$ cat src/rtl/dice_pkg.sv
// dice_pkg: shared FSM states, face limits and pip patterns for the dice result reader.
package dice_pkg;
    typedef enum logic [1:0] {IDLE, ROLLING, SETTLE, PRESENT} state_t;
    localparam logic [2:0] FACE_MIN = 3'd1;
    localparam logic [2:0] FACE_MAX = 3'd6;
    // Bit order: bit0 TL, 1 TR, 2 ML, 3 C, 4 MR, 5 BL, 6 BR
    localparam logic [6:0] PIPS_1 = 7'b0001000;
    localparam logic [6:0] PIPS_2 = 7'b1000001;
    localparam logic [6:0] PIPS_3 = 7'b1001001;
    localparam logic [6:0] PIPS_4 = 7'b1100011;
    localparam logic [6:0] PIPS_5 = 7'b1101011;
    localparam logic [6:0] PIPS_6 = 7'b1110111;
    function automatic logic [6:0] face_pips(input logic [2:0] f);
        return f == 3'd1 ? PIPS_1 :
               f == 3'd2 ? PIPS_2 :
               f == 3'd3 ? PIPS_3 :
               f == 3'd4 ? PIPS_4 :
               f == 3'd5 ? PIPS_5 :
               f == 3'd6 ? PIPS_6 : 7'd0;
    endfunction
endpackage

$ cat src/rtl/dice_face_histogram.sv
// dice_face_histogram: six saturating per-face counters plus a saturating total.
module dice_face_histogram #(
    parameter int CNT_W = 8
) (
    input  logic             clk,
    input  logic             rst,
    input  logic             inc,
    input  logic [2:0]       face,
    input  logic [2:0]       face_sel,
    output logic [CNT_W-1:0] face_count,
    output logic [CNT_W-1:0] total_rolls
);
    localparam logic [CNT_W-1:0] MAX = '1;
    logic [CNT_W-1:0] cnt [1:6];
    for (genvar i = 1; i <= 6; i++) begin : g_cnt
        always_ff @(posedge clk)
            if (rst)
                cnt[i] <= '0;
            else if (inc && face == 3'(i) && cnt[i] != MAX)
                cnt[i] <= cnt[i] + 1'b1;
    end
    always_ff @(posedge clk)
        if (rst)
            total_rolls <= '0;
        else if (inc && total_rolls != MAX)
            total_rolls <= total_rolls + 1'b1;
    always_comb begin
        face_count = '0;
        for (int i = 1; i <= 6; i++)
            if (face_sel == 3'(i)) face_count = cnt[i];
    end
endmodule

$ cat src/rtl/dice_result_reader.sv
// dice_result_reader: waits for the dice bus to settle after button release, captures
// and range-checks the face, and presents it with its pip pattern on a valid/ready port.
module dice_result_reader
    import dice_pkg::*;
#(
    parameter int SETTLE_CYCLES = 2,
    parameter int CNT_W         = 8
) (
    input  logic             clk,
    input  logic             rst,
    input  logic             button,
    input  logic [2:0]       throw,
    input  logic             result_ready,
    input  logic [2:0]       face_sel,
    output logic             result_valid,
    output logic [2:0]       result,
    output logic [6:0]       pips,
    output logic             bad_throw,
    output logic             overrun,
    output logic [CNT_W-1:0] face_count,
    output logic [CNT_W-1:0] total_rolls
);
    localparam int SW = $clog2(SETTLE_CYCLES + 1);
    state_t state, state_n;
    logic [SW-1:0] cnt;
    logic sample, legal, accept, handshake;
    // Sampling on the edge the counter reaches SETTLE_CYCLES gives SETTLE_CYCLES+1 edges of latency
    assign sample    = state == SETTLE && !button && cnt == SW'(SETTLE_CYCLES);
    assign legal     = throw >= FACE_MIN && throw <= FACE_MAX;
    assign accept    = sample && legal;
    assign handshake = result_valid && result_ready;
    always_comb begin
        state_n = state;
        case (state)
            IDLE:    state_n = button ? ROLLING : IDLE;
            ROLLING: state_n = button ? ROLLING : SETTLE;
            SETTLE:  state_n = button ? ROLLING : sample ? (legal ? PRESENT : IDLE) : SETTLE;
            PRESENT: state_n = handshake ? (button ? ROLLING : IDLE) : PRESENT;
            default: state_n = IDLE;
        endcase
    end
    always_ff @(posedge clk) begin
        if (rst) begin
            state        <= IDLE;
            cnt          <= '0;
            result_valid <= 1'b0;
            result       <= '0;
            pips         <= '0;
            bad_throw    <= 1'b0;
            overrun      <= 1'b0;
        end else begin
            state     <= state_n;
            cnt       <= state == SETTLE ? cnt + 1'b1 : '0;
            bad_throw <= sample && !legal;
            if (accept) begin
                result       <= throw;
                pips         <= face_pips(throw);
                result_valid <= 1'b1;
            end else if (handshake) begin
                result_valid <= 1'b0;
            end
            if (result_valid && button && !result_ready) overrun <= 1'b1;
        end
    end
    dice_face_histogram #(.CNT_W(CNT_W)) u_hist (
        .clk         (clk),
        .rst         (rst),
        .inc         (accept),
        .face        (throw),
        .face_sel    (face_sel),
        .face_count  (face_count),
        .total_rolls (total_rolls)
    );
endmodule
$ cat config.mk
export PLATFORM = sky130hd
export DESIGN_NAME = dice_result_reader
export DESIGN_NICKNAME = d
export VERILOG_FILES = /design/src/rtl/dice_pkg.sv /design/src/rtl/dice_face_histogram.sv /design/src/rtl/dice_result_reader.sv
export SDC_FILE = /design/constraint.sdc
export NUM_CORES = 1
export LEC_CHECK = 0
export CELL_PAD_IN_SITES_DETAIL_PLACEMENT = 0
export CELL_PAD_IN_SITES_GLOBAL_PLACEMENT = 1
export CORE_UTILIZATION = 44
export DETAILED_ROUTE_END_ITERATION = 7
export HOLD_SLACK_MARGIN = 0.12
export PLACE_DENSITY = 0.9
export SKIP_CTS_REPAIR_TIMING = 1
export SYNTH_ARGS = -nofsm -noshare
export SYNTH_HDL_FRONTEND = slang
export SYNTH_SLANG_ARGS = --single-unit
export TNS_END_PERCENT = 20
$ cat constraint.sdc
create_clock -name clk -period 2.58 [get_ports clk]
set_input_delay 0.516 -clock clk [delete_from_list [all_inputs] [get_ports clk]]
set_output_delay 0.516 -clock clk [all_outputs]
set_load 0.02 [all_outputs]
Yosys cells after proc, flatten, opt, wreduce, memory -nomap -nowiden. Memory sizes are Yosys's and may differ from the RTL's. Cells that the tools add are included.

Reductions and logical operators: 27. Add/subtract/negate cells: 8. Equality and inequality tests: 23. Multiplexer cells: 47. Bitwise logic cells: 7. $lt $le $gt $ge: 2.

Operator list (number): $mux 8 (12); $add 8x1->8 const B (7); $ne 8x8->1 const B (7); $mux 7 (6); $mux 1 (23); $logic_and 1x1->1 (21); $eq 3x3->1 const B (6); $eq 3x2->1 const B (4); $mux 2 (5); $pmux 2 s4 (1); $eq 2x2->1 const B (3); $eq 3x1->1 const B (2); $or 1x1->1 (6); $ge 3x1->1 const B (1); $le 3x3->1 const B (1); $logic_not 1->1 (3); $add 2x1->2 const B (1); $eq 2x1->1 const B (1); $logic_not 2->1 (1); $reduce_bool 2->1 (1); $reduce_or 2->1 (1); $not 1->1 (1).

Bits in writable memories: 48. Output and inout port bits: 29. Register bits after elaboration: 25. Memories: 1. Word-level logic and storage cells: 123.

Memory list: u_hist.cnt (depth 6, bits a word 8, rd ports 6, clocked after Yosys merged registers in 0, write ports 6, line dice_face_histogram.sv:14) `logic [CNT_W-1:0] cnt [1:6];`.

Longest topological paths before layout. Gate-level depths: netlist (run 1).

Word-level depth: 10. Gate-level depth with buffers: 8.

Hierarchy. From an unflattened synthesis (run 1), not the netlist that was laid out.

Cell total of the unflattened synthesis: 437. Area, all modules: 4082.7 sq um.

By module, submodules not included: dice_face_histogram (instances 1, area an instance 3374.5 sq um, cells each 354); dice_result_reader (instances 1, area an instance 708.2 sq um, cells each 83).

Worst setup path after synthesis (run 1). No wires, ideal clock.

Path kind: input-to-reg. Start: input button. End: memory u_hist.cnt[1][0] (enable). Path buffers: 0. Cell stages on the path: 3. Data required time: 2.182 ns. Arrival: 1.946 ns. Path slack: 0.236 ns. Cell sequence: and4bb_4 nand2_4 o41ai_1.

RTL lines: start: declaration (line dice_result_reader.sv:11) `input logic button,`; end: declaration (line dice_face_histogram.sv:14).

Worst setup path in the final report (run 1).
Start: input face_sel[0]. End: output face_count[6].

Longest elaborated chain between the ends: 7. Elaborated cells on any way between the ends: 12.

RTL lines: start: declaration (line dice_result_reader.sv:14) `input logic [2:0] face_sel,`; $eq 3x1->1 (line dice_face_histogram.sv:30) `if (face_sel == 3'(i)) face_count = cnt[i];`; $mux 8 (5 in series) (line dice_face_histogram.sv:30); $mux 8 (*) (line dice_face_histogram.sv:30); end: declaration (line dice_result_reader.sv:20) `output logic [CNT_W-1:0] face_count,`.

Every way passes the cells marked *; elsewhere a longest branch is shown, timed or not.

==> reports/metrics.csv, run 1 <==
metric,value,unit
worstHoldStart,cnt[0],
fillCellCount,732,
drt_wl_total,8.83,mm
path_clk_slew,0.07,ns
drtIter0Drc,175,
wl_per_cell,15.7,um
crit_path_end,face_count[6],
grt_pass1_wl,14.3,mm
core,8340,um^2
ys_ff_latch,70,
syn_area,3860,um^2
worst_pin_slew,0.519,ns
grt_pass1_vias,3039,
synth.distinct_cells,49,
fin_setup_tns,0,ns
slew_headroom,65.3,%
rsz0062_at_grt,false,
synthFlopType,edfxtp_1,
finalNonFillerCells,562,
syn_inst,399,
finalHoldViolCount,0,
die_w,95.6,um
place_ws,-0.393,ns
critical_path.startpoint,face_sel[0],
diodes,0,
min_path_type,reg2reg,
ff2ff_path_depth,5,
die_h,95.6,um
cp.arrival,1.84,ns
drc,0,
start_util,46.2,%
avgViaCountPerCell,5.65,
final_max_slew_viol_count,0,
htreeDepth,3,
synth_nets,417,
status,"complete, no violations",
avgSynthCellArea,9.66,um^2
final.min_clock_period,2.36,ns
clock-sinks,70,
endpoint_kind,primary output,
p_per_area,478,nW/um^2
place_inst,546,
timing.final.crit_share,91.5,%
worstPathRequired,2.06,ns
area_delta_synth_final,19.8,%
path_max_fanout,4,
drive_gt1_share,11.6,%
final_cell_mix,"nor2_1, edfxtp_1, a21oi_1, nand2_1, clkdlybuf4s50_1",
async_flop_share,0,%
antenna_found_initial,0,
path_class,in2out,
cts_buffers,9,
io_buffers,38,
die-area,9140,um^2
power.leakage,1.70,nW
final_common_cell,nor2_1,
grt-ovfl-total,0,
track_usage,20.7,%
setup-violations-final,0,
grt_max_degree,22,
final_core_util,55.4,%
r2r_end,u_hist.cnt[2][2],
cts_tree,yes,
antenna_left,0,
place_congestion,0.857,
ir_worst_vdd,0.269,mV
drt-pass1-iter-count,5,
drv_cap,0,
max_freq,0.424,GHz
finalWorstSetupSlack,0.220,ns
rows,33,
start_kind,primary input,
cts_root_buf,clkbuf_8,
yosysSeqAreaShare,48.8,%
yosysWarnings,0,
worst_skew_pair.late_latency,0.35,ns
hold_depth,1,
r2r_slack,0.45,ns
hpwl,6.36,mm
fin_nets,470,
skew,0.00755,ns
clk_path_buf_depth,2,
r2r-start,u_hist.cnt[2][0],
pin_count,39,
synth_edf_count,48,
vias,3176,
## cells in the mapped netlist (5+ instances only)
library cell   n  area [um^2]
a221oi_1       7         61.3
xnor2_1       18          158
nor2_1        69          259
xor2_1        18          158
clkbuf_1      11         41.3
nand3_1       23          115
and3_1        10         62.6
nor3_1         7         35.0
nand4_1        6         37.5
nand2_1       30          113
mux2i_1        8         80.1
inv_1         11         41.3
ha_1           8          100
a21oi_1       30          150
a311o_1        5         50.1
o21ai_0        7         35.0
or3_1          6         37.5
mux2_2         6         67.6
edfxtp_1      48         1440
dfxtp_1       22          440
## layout make-up
class	count	area (um^2)	area share [%]
multi-input combinational	297	1840	39.7
clock buffer	10	128	2.76
tap	105	131	2.84
sequential	70	1880	40.7
timing repair buffer	62	571	12.3
clock inverter	6	28.8	0.623
inverter	12	45.0	0.975
## report_power, final
part           switching, W  leakage, nW  internal [W]
clock              0.000403       0.0870      0.000337
sequential        0.0000408        0.673       0.00122
combinational      0.000108        0.945     0.0000965
total              0.000552         1.70       0.00166
## state kept, by name (all words and copies together), names as in the netlist, 2 cells and up
register / cells
cnt: 2
state: 2
u_hist.total_rolls: 8
result: 3
u_hist.cnt: 48
pips: 4
## worst min-delay path by stage
| stage | end | slack (ns) |
|---|---|---|
| 3_3_place_gp | cnt[0] | 0.41 |
| 3_5_place_dp | cnt[0] | 0.41 |
| 5_1_grt | cnt[0] | 0.44 |
| 4_1_cts | cnt[0] | 0.42 |
| 2_1_floorplan | cnt[0] | 0.40 |
| 6_report | cnt[0] | 0.42 |
## routing by layer
metal	vias up	GRT usage, %	share of wire, %
met5	-	0	0
met4	0	7.96	1.7
met3	14	5.34	7.4
met2	119	32.0	44
met1	1499	27.7	47
li1	1544	-	-
## metrics by stage
step / total power (W) / hold WS (ns) / instance area, um^2
2_1_floorplan: 0.00140 / 0.401 / 3860
3_3_place_gp: 0.00149 / 0.412 / 4450
3_5_place_dp: 0.00150 / 0.415 / 4450
4_1_cts: 0.00223 / 0.425 / 4610
5_1_grt: 0.00230 / 0.437 / 4620
6_report: 0.00221 / 0.420 / 4620
## critical path: stages
cell	delay (ns)
clkdlybuf4s50_1	0.48
inv_1	0.08
a221oi_1	0.22
o21bai_1	0.11
a32o_1	0.23
dlymetal6s2s_1	0.21
## logic make-up after synthesis
family                   share of synthesized area (%)
AND/OR/NAND/NOR                                   21.2
flip-flops                                        48.8
AO/OA/AOI/OAI                                     11.6
XOR/XNOR                                          8.18
buffers and inverters                             3.73
multiplexers                                      3.83
adder cells (fa/ha/maj)                           2.60
Power figures use the tool's default switching activity.
==> run 2: changes to the inputs <==
- GPL_ROUTABILITY_DRIVEN: not set -> 1
- clock period: 2.58 -> 2.35 ns (I/O delays scaled with it)
==> reports/metrics.csv, run 2 (synthesized netlist as in run 1, its figures left out) <==
metric,value,unit
ff2ff_path_depth,6,
rows,33,
final_cell_mix,"nor2_1, edfxtp_1, buf_4, a21oi_1, nand2_1",
critPathMaxStageDelay,0.47,ns
final_core_util,56.6,%
die_w,95.6,um
die_h,95.6,um
finalPower,0.00245,W
status,"complete, no violations",
place_congestion,0.873,
fin_nets,481,
place_ws,-0.562,ns
pin_count,39,
skew,0.00988,ns
cp_slowest_cell,clkdlybuf4s50_1,
clk_path_buf_depth,2,
crit_path_end,face_count[6],
rsz0062_at_grt,false,
drtIter0Drc,164,
track_usage,21.4,%
path_max_fanout,4,
avgViaCountPerCell,5.64,
worst_skew_pair.late_latency,0.35,ns
area_delta_synth_final,22.4,%
cts_buffers,9,
cts_root_buf,clkbuf_8,
grt_pass1_vias,3109,
finalHoldViolCount,0,
critical_path.startpoint,face_sel[0],
cts_tree,yes,
hpwl,6.59,mm
power.leakage,1.76,nW
drive_gt1_share,13.7,%
swShare,25.3,%
start_kind,primary input,
internal_power,0.00183,W
final.min_clock_period,2.30,ns
place_inst,557,
path_clk_slew,0.07,ns
start_util,46.2,%
endpoint_kind,primary output,
top_regs,"u_hist.cnt x48, u_hist.total_rolls x8, pips x4",
path_class,in2out,
diodes,0,
wl_per_cell,15.7,um
regMostFlops,u_hist.cnt,
r2r_end,u_hist.cnt[2][2],
p_clk_share,33.7,%
comb_power_share,9.6,%
htreeDepth,3,
drv_cap,0,
pwr-share-seq,56.6,%
drt_wl_total,9.01,mm
timing.final.crit_share,97.9,%
drc,0,
antenna_left,0,
largest_reg_flops,48,
finalNonFillerCells,573,
final_common_cell,nor2_1,
r2r-start,u_hist.cnt[2][0],
p_sw,0.000621,W
io_buffers,38,
hold_ws,0.428,ns
clock-sinks,70,
ir_worst_vdd,0.237,mV
setup-violations-final,0,
min_path_type,reg2reg,
grt-ovfl-total,0,
max_freq,0.435,GHz
final_max_slew_viol_count,0,
die-area,9140,um^2
p_per_area,519,nW/um^2
core,8340,um^2
grt_pass1_wl,14.8,mm
r2r_slack,0.29,ns
worstPathRequired,1.88,ns
grt_max_degree,22,
finalWorstSetupSlack,0.0487,ns
vias,3230,
slew_headroom,65.7,%
cp.arrival,1.83,ns
crit_path_cell_trace,"clkdlybuf4s50_1, inv_1, a221oi_1, o21bai_1, a32o_1, clkbuf_2",
worst_pin_slew,0.512,ns
antenna_found_initial,0,
drt-pass1-iter-count,4,
## run 2: changes by cell type in the layout (fill, tap and decap cells not counted), sizes merged
cell	delta
clkinv	-1
buf	+11
clkinvlp	+1
clkbuf	-1
inv	+1
## run 2: worst min path at each step
stage / startpoint / endpoint / slack [ns] / depth (start not counted)
floorplan: cnt[0] / cnt[0] / 0.40 / 1
global placement: cnt[0] / cnt[0] / 0.41 / 1
detailed placement: cnt[0] / cnt[0] / 0.42 / 1
CTS: cnt[0] / cnt[0] / 0.43 / 1
global route: cnt[0] / cnt[0] / 0.46 / 1
finish: cnt[0] / cnt[0] / 0.43 / 1
## run 2: power groups by stage
stage | sequential, W | combinational (W) | clock (W)
2_1_floorplan | 0.00140 | 0.000139 | 0
3_3_place_gp | 0.00142 | 0.000232 | 0
3_5_place_dp | 0.00142 | 0.000238 | 0
4_1_cts | 0.00139 | 0.000239 | 0.000847
5_1_grt | 0.00139 | 0.000258 | 0.000901
6_report | 0.00139 | 0.000235 | 0.000828
## run 2: worst max-delay path, delay by kind of cell
family / cells / cell delay (ns)
buf+inv: 3 / 0.73
compound gates: 3 / 0.63
## run 2: final cells by class
cell class	instances	area, um^2
clock buffer	9	124
clock inverter	7	40.0
inverter	12	45.0
fill	745	3620
sequential	70	1880
tap	105	131
timing repair buffer	73	666
multi-input combinational	297	1830
## run 2: metrics by stage
step | setup TNS, ns | instance area, um^2
after floorplan | 0 | 3860
after global placement | -7.15 | 4540
after detailed placement | -9.33 | 4540
after CTS | -4.33 | 4710
after global routing | 0 | 4720
final | 0 | 4720
## run 2: layer usage
| metal | global-route usage (%) | share of wire [%] |
|---|---|---|
| met1 | 27.0 | 44 |
| met2 | 34.9 | 47 |
| met3 | 5.10 | 7.5 |
| met4 | 9.33 | 1.6 |
| met5 | 0 | 0 |
